## config.mk

```make
export PLATFORM = sky130hd
export DESIGN_NAME = yrv_int_ctl_flat
export DESIGN_NICKNAME = d
export VERILOG_FILES = /design/src/rtl/yrv_int_pkg.sv /design/src/rtl/yrv_int_if.sv /design/src/rtl/yrv_sync_edge.sv /design/src/rtl/yrv_int_ctl.sv /design/src/flat_wrapper.sv
export SDC_FILE = /design/constraint.sdc
export NUM_CORES = 1
export LEC_CHECK = 0
export ABC_AREA = 1
export BUFFER_PORTS_ARGS = -buffer_cell sky130_fd_sc_hd__buf_2
export CORE_MARGIN = 2
export CORE_UTILIZATION = 51
export DETAILED_ROUTE_END_ITERATION = 16
export PLACE_DENSITY = 0.84
export SETUP_SLACK_MARGIN = 0.2
export SKIP_CTS_REPAIR_TIMING = 1
export SYNTH_ARGS = -nofsm -noshare
export SYNTH_HDL_FRONTEND = slang
export SYNTH_SLANG_ARGS = --single-unit
```

## constraint.sdc

```tcl
create_clock -name clk -period 2.7 [get_ports clk]
set_input_delay 0.135 -clock clk [delete_from_list [all_inputs] [get_ports clk]]
set_output_delay 0.135 -clock clk [all_outputs]
set_load 0.05 [all_outputs]
```

## src/rtl/yrv_int_pkg.sv

```systemverilog
// yrv machine-mode interrupt controller: shared cause codes,
// irq_bus bit positions and default sizing.
package yrv_int_pkg;

    localparam int NLI_DEF    = 16;
    localparam int SYNC_DEF   = 2;
    localparam int CODE_W_DEF = 7;

    localparam logic [6:0] EC_NULL = 7'd0;
    localparam logic [6:0] EC_LI0  = 7'd16;

    localparam int IRQ_SW  = 0;
    localparam int IRQ_TMR = 1;
    localparam int IRQ_EI  = 2;
    localparam int IRQ_LI  = 3;
    localparam int IRQ_NMI = 4;
    localparam int IRQ_W   = 5;

    typedef enum logic {
        LI_LEVEL = 1'b0,
        LI_EDGE  = 1'b1
    } li_mode_e;

endpackage

```

## src/rtl/yrv_int_if.sv

```systemverilog
// Signal bundle between the interrupt sources / CSR file (master)
// and the interrupt controller (slave).
interface yrv_int_if
    import yrv_int_pkg::*;
#(
    parameter int NLI    = NLI_DEF,
    parameter int CODE_W = CODE_W_DEF
);

    logic              ei_req;
    logic              sw_req;
    logic              timer_match;
    logic              nmi_req;
    logic              iack_nmi;
    logic              iack_li;
    logic [NLI-1:0]    li_req;
    logic [NLI-1:0]    li_edge;
    logic [NLI-1:0]    li_clr;

    logic              mie_reg;
    logic              wfi_state;
    logic              msie_reg;
    logic              mtie_reg;
    logic              meie_reg;
    logic [NLI-1:0]    mlie_reg;

    logic              msip_reg;
    logic              mtip_reg;
    logic              meip_reg;
    logic [NLI-1:0]    mlip_reg;
    logic [CODE_W-1:0] mli_code;
    logic              mli_valid;
    logic [IRQ_W-1:0]  irq_bus;

    modport slave (
        input  ei_req, sw_req, timer_match, nmi_req,
        input  iack_nmi, iack_li,
        input  li_req, li_edge, li_clr,
        input  mie_reg, wfi_state,
        input  msie_reg, mtie_reg, meie_reg, mlie_reg,
        output msip_reg, mtip_reg, meip_reg, mlip_reg,
        output mli_code, mli_valid, irq_bus
    );

    modport master (
        output ei_req, sw_req, timer_match, nmi_req,
        output iack_nmi, iack_li,
        output li_req, li_edge, li_clr,
        output mie_reg, wfi_state,
        output msie_reg, mtie_reg, meie_reg, mlie_reg,
        input  msip_reg, mtip_reg, meip_reg, mlip_reg,
        input  mli_code, mli_valid, irq_bus
    );

endinterface

```

## src/rtl/yrv_sync_edge.sv

```systemverilog
// Multi-flop input synchroniser with a registered history bit
// for rising-edge detection.
module yrv_sync_edge
    import yrv_int_pkg::*;
#(
    parameter int STAGES = SYNC_DEF
) (
    input  logic clk,
    input  logic resetb,
    input  logic d,
    output logic level,
    output logic rise
);

    logic [STAGES-1:0] sync_q;
    logic              prev_q;

    always_ff @(posedge clk or negedge resetb) begin
        if (!resetb) begin
            sync_q <= '0;
            prev_q <= 1'b0;
        end else begin
            sync_q <= {sync_q[STAGES-2:0], d};
            prev_q <= sync_q[STAGES-1];
        end
    end

    assign level = sync_q[STAGES-1];
    assign rise  = sync_q[STAGES-1] & ~prev_q;

endmodule

```

## src/rtl/yrv_int_ctl.sv

```systemverilog
// Machine-mode interrupt controller: synchronisers, pending bits,
// local-line priority encoder and the irq_bus to the trap sequencer.
module yrv_int_ctl
    import yrv_int_pkg::*;
#(
    parameter int              NLI         = NLI_DEF,
    parameter int              SYNC_STAGES = SYNC_DEF,
    parameter int              CODE_W      = CODE_W_DEF,
    parameter logic [CODE_W-1:0] LI_BASE   = CODE_W'(EC_LI0),
    parameter logic [CODE_W-1:0] NULL_CODE = CODE_W'(EC_NULL)
) (
    input  logic     clk,
    input  logic     resetb,
    yrv_int_if.slave bus
);

    if (NLI < 1 || NLI > 32) begin : g_bad_nli
        $fatal(1, "yrv_int_ctl: NLI must be 1..32");
    end

    if (SYNC_STAGES < 2) begin : g_bad_sync
        $fatal(1, "yrv_int_ctl: SYNC_STAGES must be >= 2");
    end

    if ((longint'(LI_BASE) + longint'(NLI) - 1)
        >= (longint'(1) << CODE_W)) begin : g_bad_code
        $fatal(1, "yrv_int_ctl: LI_BASE+NLI-1 exceeds CODE_W");
    end

    logic              ei_lvl;
    logic              ei_rise;
    logic              nmi_lvl;
    logic              nmi_rise;
    logic [NLI-1:0]    li_lvl;
    logic [NLI-1:0]    li_rise;
    logic              unused_sync;

    logic              msip_q;
    logic              mtip_q;
    logic              meip_q;
    logic [NLI-1:0]    mlip_q;
    logic [NLI-1:0]    mlip_nxt;
    logic [NLI-1:0]    li_ack;
    logic [NLI-1:0]    mli_pend;
    logic              nmi_seen_q;
    logic              nmi_pend_q;

    logic [CODE_W-1:0] code_q;
    logic              valid_q;
    logic [CODE_W-1:0] pri_code;
    logic              pri_hit;

    logic              int_enabl;
    logic [IRQ_W-1:0]  irq;

    yrv_sync_edge #(.STAGES(SYNC_STAGES)) u_ei (
        .clk    (clk),
        .resetb (resetb),
        .d      (bus.ei_req),
        .level  (ei_lvl),
        .rise   (ei_rise)
    );

    yrv_sync_edge #(.STAGES(SYNC_STAGES)) u_nmi (
        .clk    (clk),
        .resetb (resetb),
        .d      (bus.nmi_req),
        .level  (nmi_lvl),
        .rise   (nmi_rise)
    );

    for (genvar g = 0; g < NLI; g++) begin : g_li
        yrv_sync_edge #(.STAGES(SYNC_STAGES)) u_li (
            .clk    (clk),
            .resetb (resetb),
            .d      (bus.li_req[g]),
            .level  (li_lvl[g]),
            .rise   (li_rise[g])
        );
    end

    assign unused_sync = ei_rise ^ nmi_lvl;

    // ack only hits the line the registered cause code names
    always_comb begin
        li_ack = '0;
        for (int i = 0; i < NLI; i++) begin
            li_ack[i] = bus.iack_li & valid_q
                      & (code_q == LI_BASE + CODE_W'(i));
        end
    end

    always_comb begin
        mlip_nxt = '0;
        for (int i = 0; i < NLI; i++) begin
            unique case (li_mode_e'(bus.li_edge[i]))
                LI_EDGE: mlip_nxt[i] = li_rise[i]
                                     | (mlip_q[i]
                                        & ~bus.li_clr[i]
                                        & ~li_ack[i]);
                LI_LEVEL: mlip_nxt[i] = li_lvl[i];
                default: mlip_nxt[i] = li_lvl[i];
            endcase
        end
    end

    assign mli_pend = mlip_q & bus.mlie_reg;

    // downward scan: the last hit is the lowest index
    always_comb begin
        pri_hit  = 1'b0;
        pri_code = NULL_CODE;
        for (int i = NLI - 1; i >= 0; i--) begin
            if (mli_pend[i]) begin
                pri_hit  = 1'b1;
                pri_code = LI_BASE + CODE_W'(i);
            end
        end
    end

    always_ff @(posedge clk or negedge resetb) begin
        if (!resetb) begin
            msip_q     <= 1'b0;
            mtip_q     <= 1'b0;
            meip_q     <= 1'b0;
            mlip_q     <= '0;
            code_q     <= NULL_CODE;
            valid_q    <= 1'b0;
            nmi_seen_q <= 1'b0;
            nmi_pend_q <= 1'b0;
        end else begin
            msip_q     <= bus.sw_req;
            mtip_q     <= bus.timer_match;
            meip_q     <= ei_lvl;
            mlip_q     <= mlip_nxt;
            code_q     <= pri_code;
            valid_q    <= pri_hit;
            nmi_seen_q <= nmi_rise;
            nmi_pend_q <= nmi_seen_q
                        | (nmi_pend_q & ~bus.iack_nmi);
        end
    end

    // nmi edge is staged once more so it lands with the li request
    assign int_enabl = bus.mie_reg | bus.wfi_state;

    always_comb begin
        irq          = '0;
        irq[IRQ_SW]  = int_enabl & msip_q & bus.msie_reg;
        irq[IRQ_TMR] = int_enabl & mtip_q & bus.mtie_reg;
        irq[IRQ_EI]  = int_enabl & meip_q & bus.meie_reg;
        irq[IRQ_LI]  = int_enabl & valid_q;
        irq[IRQ_NMI] = nmi_pend_q;
    end

    assign bus.msip_reg  = msip_q;
    assign bus.mtip_reg  = mtip_q;
    assign bus.meip_reg  = meip_q;
    assign bus.mlip_reg  = mlip_q;
    assign bus.mli_code  = code_q;
    assign bus.mli_valid = valid_q;
    assign bus.irq_bus   = irq;

endmodule

```

## src/flat_wrapper.sv

```systemverilog
// flat-port wrapper written by rule: the top's interface ports become plain ports
module yrv_int_ctl_flat import yrv_int_pkg::*;
#(
    parameter int              NLI         = NLI_DEF,
    parameter int              SYNC_STAGES = SYNC_DEF,
    parameter int              CODE_W      = CODE_W_DEF,
    parameter logic [CODE_W-1:0] LI_BASE   = CODE_W'(EC_LI0),
    parameter logic [CODE_W-1:0] NULL_CODE = CODE_W'(EC_NULL)
)
  (clk, resetb, bus_ei_req, bus_sw_req, bus_timer_match, bus_nmi_req, bus_iack_nmi, bus_iack_li, bus_li_req, bus_li_edge, bus_li_clr, bus_mie_reg, bus_wfi_state, bus_msie_reg, bus_mtie_reg, bus_meie_reg, bus_mlie_reg, bus_msip_reg, bus_mtip_reg, bus_meip_reg, bus_mlip_reg, bus_mli_code, bus_mli_valid, bus_irq_bus);
  yrv_int_if #(.NLI(NLI), .CODE_W(CODE_W)) bus_i ();
  input  logic clk;
  input  logic resetb;
  input wire logic [$bits(bus_i.ei_req)-1:0] bus_ei_req;
  input wire logic [$bits(bus_i.sw_req)-1:0] bus_sw_req;
  input wire logic [$bits(bus_i.timer_match)-1:0] bus_timer_match;
  input wire logic [$bits(bus_i.nmi_req)-1:0] bus_nmi_req;
  input wire logic [$bits(bus_i.iack_nmi)-1:0] bus_iack_nmi;
  input wire logic [$bits(bus_i.iack_li)-1:0] bus_iack_li;
  input wire logic [$bits(bus_i.li_req)-1:0] bus_li_req;
  input wire logic [$bits(bus_i.li_edge)-1:0] bus_li_edge;
  input wire logic [$bits(bus_i.li_clr)-1:0] bus_li_clr;
  input wire logic [$bits(bus_i.mie_reg)-1:0] bus_mie_reg;
  input wire logic [$bits(bus_i.wfi_state)-1:0] bus_wfi_state;
  input wire logic [$bits(bus_i.msie_reg)-1:0] bus_msie_reg;
  input wire logic [$bits(bus_i.mtie_reg)-1:0] bus_mtie_reg;
  input wire logic [$bits(bus_i.meie_reg)-1:0] bus_meie_reg;
  input wire logic [$bits(bus_i.mlie_reg)-1:0] bus_mlie_reg;
  output wire logic [$bits(bus_i.msip_reg)-1:0] bus_msip_reg;
  output wire logic [$bits(bus_i.mtip_reg)-1:0] bus_mtip_reg;
  output wire logic [$bits(bus_i.meip_reg)-1:0] bus_meip_reg;
  output wire logic [$bits(bus_i.mlip_reg)-1:0] bus_mlip_reg;
  output wire logic [$bits(bus_i.mli_code)-1:0] bus_mli_code;
  output wire logic [$bits(bus_i.mli_valid)-1:0] bus_mli_valid;
  output wire logic [$bits(bus_i.irq_bus)-1:0] bus_irq_bus;
  assign bus_i.ei_req = bus_ei_req;
  assign bus_i.sw_req = bus_sw_req;
  assign bus_i.timer_match = bus_timer_match;
  assign bus_i.nmi_req = bus_nmi_req;
  assign bus_i.iack_nmi = bus_iack_nmi;
  assign bus_i.iack_li = bus_iack_li;
  assign bus_i.li_req = bus_li_req;
  assign bus_i.li_edge = bus_li_edge;
  assign bus_i.li_clr = bus_li_clr;
  assign bus_i.mie_reg = bus_mie_reg;
  assign bus_i.wfi_state = bus_wfi_state;
  assign bus_i.msie_reg = bus_msie_reg;
  assign bus_i.mtie_reg = bus_mtie_reg;
  assign bus_i.meie_reg = bus_meie_reg;
  assign bus_i.mlie_reg = bus_mlie_reg;
  assign bus_msip_reg = bus_i.msip_reg;
  assign bus_mtip_reg = bus_i.mtip_reg;
  assign bus_meip_reg = bus_i.meip_reg;
  assign bus_mlip_reg = bus_i.mlip_reg;
  assign bus_mli_code = bus_i.mli_code;
  assign bus_mli_valid = bus_i.mli_valid;
  assign bus_irq_bus = bus_i.irq_bus;
  yrv_int_ctl #(.NLI(NLI), .SYNC_STAGES(SYNC_STAGES), .CODE_W(CODE_W), .LI_BASE(LI_BASE), .NULL_CODE(NULL_CODE)) u_core (.clk(clk), .resetb(resetb), .bus(bus_i));
endmodule
```

==> metrics.txt, run 1 <==
status=complete, but fails checks; failing checks=hold timing; clk root buf=clkbuf_8; via/cell ratio=between 4 and 5; final hold slack=-0.0713 ns; # setup viols final=0; Worst setup SP type=flip-flop; core outline area=just over 5000 um2; top-area cell type share of the netlist area=0.729; unrepaired setup endpoints after global routing=no; Switch Pwr=between 0.0007 and 0.0008 W; dpl ws=between 1 and 1.5 ns; most frequent CP cell=nand2_1; gate count of the mapped netlist=around 240; Max Clk Rate=between 0.7 and 0.8 GHz; CTS tree=done; Sink Count=80; row cnt=26; Die H=roughly 77 um; switching share of power=0.280; Worst EP required=a little under 3 ns; post-synth cell types=22; Max Clock Skew=around 0.013 ns; Max VDD drop=0.787 mV; Post-synth ARST share=1.00; total number of H-tree levels=3; synth-to-layout area growth=41.4%; CTS Buf Count=9; Non-Filler Instances=about 460; minimum clock period=~1.3 ns; GPL Wtd Cong=0.783; antenna fix cells=0; slew at the pin with the worst max-slew slack=between 0.9 and 1 ns; TritonRoute pass-1 iters=4; Port-buffer cells=between 100 and 150; post-synthesis cell area=around 2700 um2; Most used DFF post-synth=dfrtp_1; ordered list of cells on the worst path=nand2_1 -> inv_1 -> nand2_1 -> nand2_1 -> nand2_1 -> nand2_1 -> nand2_1 -> nand2_1 -> nand2_1 -> nand2_1 -> nand2_1 -> nand2_1 -> nand2_1 -> nand2_1 -> nand2_1 -> a21oi_2; Remaining DRCs=0; share of cells above drive strength 1=0.335; Pint=between 0.0015 and 0.002 W; net count reported at finish=460; post-route clock period utilization=0.493; initial antenna violation count=0; Combinational Power Share=0.154; count leader, synth=dfrtp_1; Max stage delay on crit path=roughly 0.40 ns; routed wire length=between 6 and 7 mm; gr usage total=0.206; Largest register FFs=32; register share of total power=0.477; Yosys Warn Count=0; Area contributors post-synth=dfrtp_1, nand2_1, o21ai_1; Critical Path Slowest Stage Cell=dfrtp_1; hpwl dp=between 4 and 5 mm; type of destination of the critical path=flip-flop; routed vias=~2200; critical path type=flip-flop to flip-flop; Hold Crit Class=primary input to asynchronous set/reset pin; vias in the first global route=slightly above 2000; Syn Area/Cell=11.5 um2; largest net degree at the start of global routing=between 80 and 90; Die W=77.4 um; Slew HR=0.361; Clock Latency Late Sink=0.35 ns; setup TNS=0 ns; Starting Density=0.535; max-slew violation count=0; area leader, netlist=dfrtp_1; synth cell count leaders=dfrtp_1, nand2_1, nor2_1; Ports=roughly 110; Seq cells post-synth=80; P_leak=~2 nW; first-pass GRT wire length=just over 9 mm; maximum capacitance violations=0; slack of the critical path=1.37 ns; Clock Path Buffers=2; initial DRC count=85; die area=between 5000 and 6000 um2; Worst-path clk slew=around 0.080 ns; routed len/inst=approximately 14 um; total power density per cell area=between 700 and 800 nW/um2; Worst Path Arrival=between 1.5 and 2 ns; Clock power frac=0.370; Antenna Nets Post-Route=0; Post-synth EDFFs=0; GR Overflow Total=0; crit-path max FO=3; Inst Count DP=between 400 and 500; Hold Violations, Final=80; register area share after synthesis=0.729
==> worst max-delay path, delay by kind of cell (launching register included) <==
family,cells,cell delay (ns)
flip-flops,1,0.40
buffers and inverters,1,0.04
AND/OR/NAND/NOR,14,0.74
AO/OA/AOI/OAI,1,0.05
==> final cells by class <==
type,count,area (um2)
Sequential cell,80,2000
Inverter,14,52.6
Fill cell,363,1250
Timing Repair Buffer,136,833
Tap cell,70,87.6
Clock inverter,5,85.1
Clock buffer,11,151
Multi-Input combinational cell,142,674
==> routing by layer <==
metal  vias to the layer above  track usage  share of wire
met2                        75        0.344           0.53
li1                       1056            -              -
met3                        13       0.0733          0.062
met4                         0       0.0893          0.019
met1                      1019        0.241           0.39
met5                         -            0              0
==> cells by family (layout without fill, tap and decap cells) <==
group | Yosys count | in the layout | synth area share
simple gates | 110 | 110 | 0.171
compound gates | 30 | 30 | 0.0720
other cells | 1 | 2 | 0.00136
flops | 80 | 80 | 0.729
buf+inv | 17 | 166 | 0.0273
==> power by group through the flow <==
stage	Combinational [W]	Sequential (W)	Clock (W)
4_1_cts	0.000392	0.00132	0.00103
2_1_floorplan	0.000131	0.00144	0
5_1_grt	0.000461	0.00133	0.00110
3_3_place_gp	0.000382	0.00133	0
6_report	0.000424	0.00132	0.00102
3_5_place_dp	0.000388	0.00134	0
==> worst paths after layout <==
kind	from	end	slack, ns	cells past startpoint
max in group asynchronous	resetb	u_core.bus.mlip_reg[3]$_DFF_PN0_	2.15	1
min in group clk	bus_li_clr[1]	u_core.bus.mlip_reg[1]$_DFF_PN0_	0.04	3
hold / removal	resetb	u_core.u_nmi.sync_q[0]$_DFF_PN0_	-0.07	1
setup / recovery	u_core.bus.mlip_reg[15]$_DFF_PN0_	u_core.bus.mli_code[0]$_DFF_PN0_	1.37	16
setup reg to reg	u_core.bus.mlip_reg[15]$_DFF_PN0_	u_core.bus.mli_code[0]$_DFF_PN0_	1.37	16
hold reg to reg	u_core.g_li[4].u_li.sync_q[0]$_DFF_PN0_	u_core.g_li[4].u_li.sync_q[1]$_DFF_PN0_	0.35	0
==> stage by stage <==
stage	instance area, um2	power (W)	util
after floorplan	2750	0.00158	-
after global placement	3350	0.00172	0.652
after detailed placement	3350	0.00173	0.652
after CTS	3590	0.00273	0.698
after global routing	3890	0.00288	0.756
final	3890	0.00276	0.756
==> cell usage in the layout, fill, tap and decap left out, drive strengths merged <==
cell type / count
a31o: 1
nand3: 5
o31ai: 1
inv: 16
nand3b: 4
dfrtp: 80
a21oi: 2
conb: 2
and3: 1
o2111ai: 3
nand4: 1
nor3: 2
o21bai: 2
dlygate4sd3: 30
a31oi: 1
clkinvlp: 1
clkbuf: 11
bufinv: 2
nand2: 81
buf: 106
o21ai: 12
nor2: 16
o211ai: 8
No activity file was read; power rests on OpenSTA's default activity.
==> inputs of run 2 (changes only) <==
--- a/config.mk
+++ b/config.mk
@@ -5,12 +5,12 @@
 export SDC_FILE = /design/constraint.sdc
 export NUM_CORES = 1
 export LEC_CHECK = 0
-export ABC_AREA = 1
+export ABC_AREA = 0
 export BUFFER_PORTS_ARGS = -buffer_cell sky130_fd_sc_hd__buf_2
 export CORE_MARGIN = 2
-export CORE_UTILIZATION = 51
+export CORE_UTILIZATION = 48
 export DETAILED_ROUTE_END_ITERATION = 16
-export PLACE_DENSITY = 0.84
+export PLACE_DENSITY = 0.8
 export SETUP_SLACK_MARGIN = 0.2
 export SKIP_CTS_REPAIR_TIMING = 1
 export SYNTH_ARGS = -nofsm -noshare
==> constraint.sdc (replaced) <==
create_clock -name clk -period 1.35 [get_ports clk]
set_input_delay 0.0675 -clock clk [delete_from_list [all_inputs] [get_ports clk]]
set_output_delay 0.0675 -clock clk [all_outputs]
set_load 0.05 [all_outputs]
==> run 2 against run 1 <==
Net effect: the run ends with hold timing, setup timing left; final area increased by 11%; wire length increased by 12%; largest power group unchanged; first-iteration DRC count rose to 2.7 times the previous value; largest cell class unchanged; combinational power rose to 2.5 times the previous value.
==> metrics.txt, run 2 <==
status=complete, but fails checks (unchanged); failing checks=hold timing, setup timing (was hold timing); Min-Delay Startpoint=bus_li_edge[10]; share of cells above drive strength 1=0.500 (was 0.335); most frequent cells in the layout=buf_2, dfrtp_1, nand2_1 (unchanged); largest net degree at the start of global routing=81 (unchanged); Worst Setup SP=u_core.bus.mlip_reg[5]$_DFF_PN0_ (was u_core.bus.mlip_reg[15]$_DFF_PN0_); clk root buf=clkbuf_8 (unchanged); Syn Area/Cell=12.8 um2 (was 11.5 um2); post-synth cell types=30 (was 22); minimum clock period=1.36 ns (was 1.33 ns); Seq cells post-synth=80 (unchanged); Port-buffer cells=106 (unchanged); R2R cell count=4 (was 16); CTS Buf Count=9 (unchanged); Die H=80.1 um (was 77.4 um); Post-synth EDFFs=0 (unchanged); Starting Density=0.501 (was 0.535); TritonRoute pass-1 iters=5 (was 4); initial antenna violation count=0 (unchanged); r2r startpoint=u_core.bus.mlip_reg[5]$_DFF_PN0_ (was u_core.bus.mlip_reg[15]$_DFF_PN0_); Hold Violations, Final=4 (was 80); multi-input logic area=913 um2 (was 674 um2); gate count of the mapped netlist=217 (was 238); row cnt=27 (was 26); final hold slack=-0.0231 ns (was -0.0713 ns); routed wire length=7.21 mm (was 6.42 mm); critical path type=flip-flop to flip-flop (unchanged); routed vias=2369 (was 2163); ordered list of cells on the worst path=a22o_1 -> a31oi_1 -> o31ai_1 -> a222oi_1 (was nand2_1 -> inv_1 -> nand2_1 -> nand2_1 -> nand2_1 -> nand2_1 -> nand2_1 -> nand2_1 -> nand2_1 -> nand2_1 -> nand2_1 -> nand2_1 -> nand2_1 -> nand2_1 -> nand2_1 -> a21oi_2); dpl ws=0.0748 ns (was 1.41 ns); slack of the critical path=-0.00885 ns (was 1.37 ns); busiest grt layer=met2 (unchanged); Antenna Nets Post-Route=0 (unchanged); Clock Path Buffers=2 (unchanged); Max stage delay on crit path=0.45 ns (was 0.40 ns); most common cell after layout, fill and taps aside=buf_2 (unchanged); routed len/inst=15.9 um (was 14.0 um); Worst setup SP type=flip-flop (unchanged); via/cell ratio=5.22 (was 4.72); register area share after synthesis=0.721 (was 0.729); met2 usage=0.330 (was 0.344); gr usage total=0.206 (about the same); total power density per cell area=1330 nW/um2 (was 711 nW/um2); Yosys Warn Count=0 (unchanged); Final Cell Area=4330 um2 (was 3890 um2); Max Clk Rate=0.736 GHz (was 0.751 GHz); post-route clock period utilization=1.01 (was 0.493); type of destination of the critical path=flip-flop (unchanged); die area=6410 um2 (was 5990 um2); Area contributors post-synth=dfrtp_1, nand2_1, a21o_1 (was dfrtp_1, nand2_1, o21ai_1); Critical Path Slowest Stage Cell=dfrtp_2 (was dfrtp_1); # setup viols final=1 (was 0); GR Overflow Total=0 (unchanged); CTS tree=done (unchanged); WHS Path Cells=3; Remaining DRCs=0 (unchanged); Post-DP Area=3480 um2 (was 3350 um2); max-slew violation count=0 (unchanged); Inst Count DP=394 (was 412); top-area cell type share of the netlist area=0.721 (was 0.729); Post-synth ARST share=1.00 (unchanged); Worst EP required=1.57 ns (was 2.94 ns); WP depth=4 (was 16); antenna fix cells=0 (unchanged); count leader, synth=dfrtp_1 (unchanged); maximum capacitance violations=0 (unchanged); Crit path max-delay family=compound AO/OA/AOI/OAI gates (was simple AND/OR/NAND/NOR gates); M3 GR Usage=0.0551 (was 0.0733); GPL Wtd Cong=0.785 (was 0.783); unrepaired setup endpoints after global routing=yes (was no); Largest register FFs=32 (unchanged); post-synthesis cell area=2780 um2 (was 2750 um2); Worst Path Arrival=1.58 ns (was 1.57 ns); synth cell count leaders=dfrtp_1, nand2_1, a21o_1, nor2_1, o31ai_1 (was dfrtp_1, nand2_1, nor2_1); fin util=0.781 (was 0.756); Sink Count=80 (unchanged); Most used DFF post-synth=dfrtp_1 (unchanged); first-pass GRT wire length=9.75 mm (was 9.30 mm); crit-path max FO=5 (was 3); Clock Latency Late Sink=0.34 ns (was 0.35 ns); Max Clock Skew=0.00820 ns (was 0.0129 ns); Register Area=2030 um2 (was 2000 um2); Max VDD drop=0.929 mV (was 0.787 mV); Worst Path Buf+Inv=0 (was 1); initial DRC count=230 (was 85); Non-Filler Instances=454 (was 458); # fillers=346 (was 363); vias in the first global route=2117 (was 2017); synth-to-layout area growth=55.8% (was 41.4%); Die W=80.1 um (was 77.4 um); Hold Crit Class=primary input to flip-flop (was primary input to asynchronous set/reset pin); Worst-path clk slew=0.08 ns (about the same); area leader, netlist=dfrtp_1 (unchanged); hpwl dp=4.67 mm (was 4.14 mm); met1 GRT Util=0.256 (was 0.241); Ports=109 (unchanged); total number of H-tree levels=3 (unchanged); net count reported at finish=454 (was 460); P_leak=2.07 nW (was 2.01 nW); core outline area=5540 um2 (was 5140 um2)
run 2: cell types whose count changed after synthesis, sizes merged, moves of 4 or more:
cell	before	now
a21o	0	9
inv	14	1
o211ai	8	0
nand2	81	53
o21ai	12	1
o31ai	1	9
and3	1	5
a22o	0	5
nor2b	0	4
a211oi	0	7
nor2	16	9
run 2: cell type report:
type / count / area share
Clock buffer: 14 / 0.0399
Clock inverter: 2 / 0.0139
Tap cell: 72 / 0.0208
Inverter: 1 / 0.000868
Timing Repair Buffer: 153 / 0.244
Multi-Input combinational cell: 132 / 0.211
Sequential cell: 80 / 0.469
run 2: worst paths after layout:
kind                            slack (ns)                                       end
worst min-delay path                 -0.02         u_core.bus.mlip_reg[10]$_DFF_PN0_
min in group asynchronous             0.28      u_core.g_li[8].u_li.prev_q$_DFF_PN0_
worst max-delay path                -0.009          u_core.bus.mli_code[1]$_DFF_PN0_
worst max register to register      -0.009          u_core.bus.mli_code[1]$_DFF_PN0_
worst min register to register        0.35  u_core.g_li[13].u_li.sync_q[1]$_DFF_PN0_
max in group asynchronous             0.73          u_core.bus.mlip_reg[1]$_DFF_PN0_
run 2: cells by family after synthesis:
kind of cell	after synthesis	synth area share
AO/OA/AOI/OAI	43	0.123
buffers and inverters	6	0.0131
flip-flops	80	0.721
other	1	0.00135
AND/OR/NAND/NOR	87	0.142
run 2: tightest hold or removal path, stage by stage:
cell	delay, ns
buf_2	0.11
nand2_1	0.06
o31ai_1	0.05
run 2: power by group:
group / switching [W] / internal (W) / total [W]
clock: 0.000792 / 0.00120 / 0.00199
sequential: 0.000121 / 0.00256 / 0.00268
combinational: 0.000637 / 0.000430 / 0.00107
run 2: metal layers:
layer  part of all wire  routed length [um]
met1               0.38                2730
met2               0.50                3630
met3              0.087                 624
met4              0.030                 219
met5                  0                   0
run 2: metrics by stage:
stage	setup TNS (ns)	total power [W]
finish	-0.00885	0.00573
floorplan	0	0.00321
global placement	0	0.00352
detailed placement	0	0.00354
global route	-0.0479	0.00595
CTS	0	0.00551
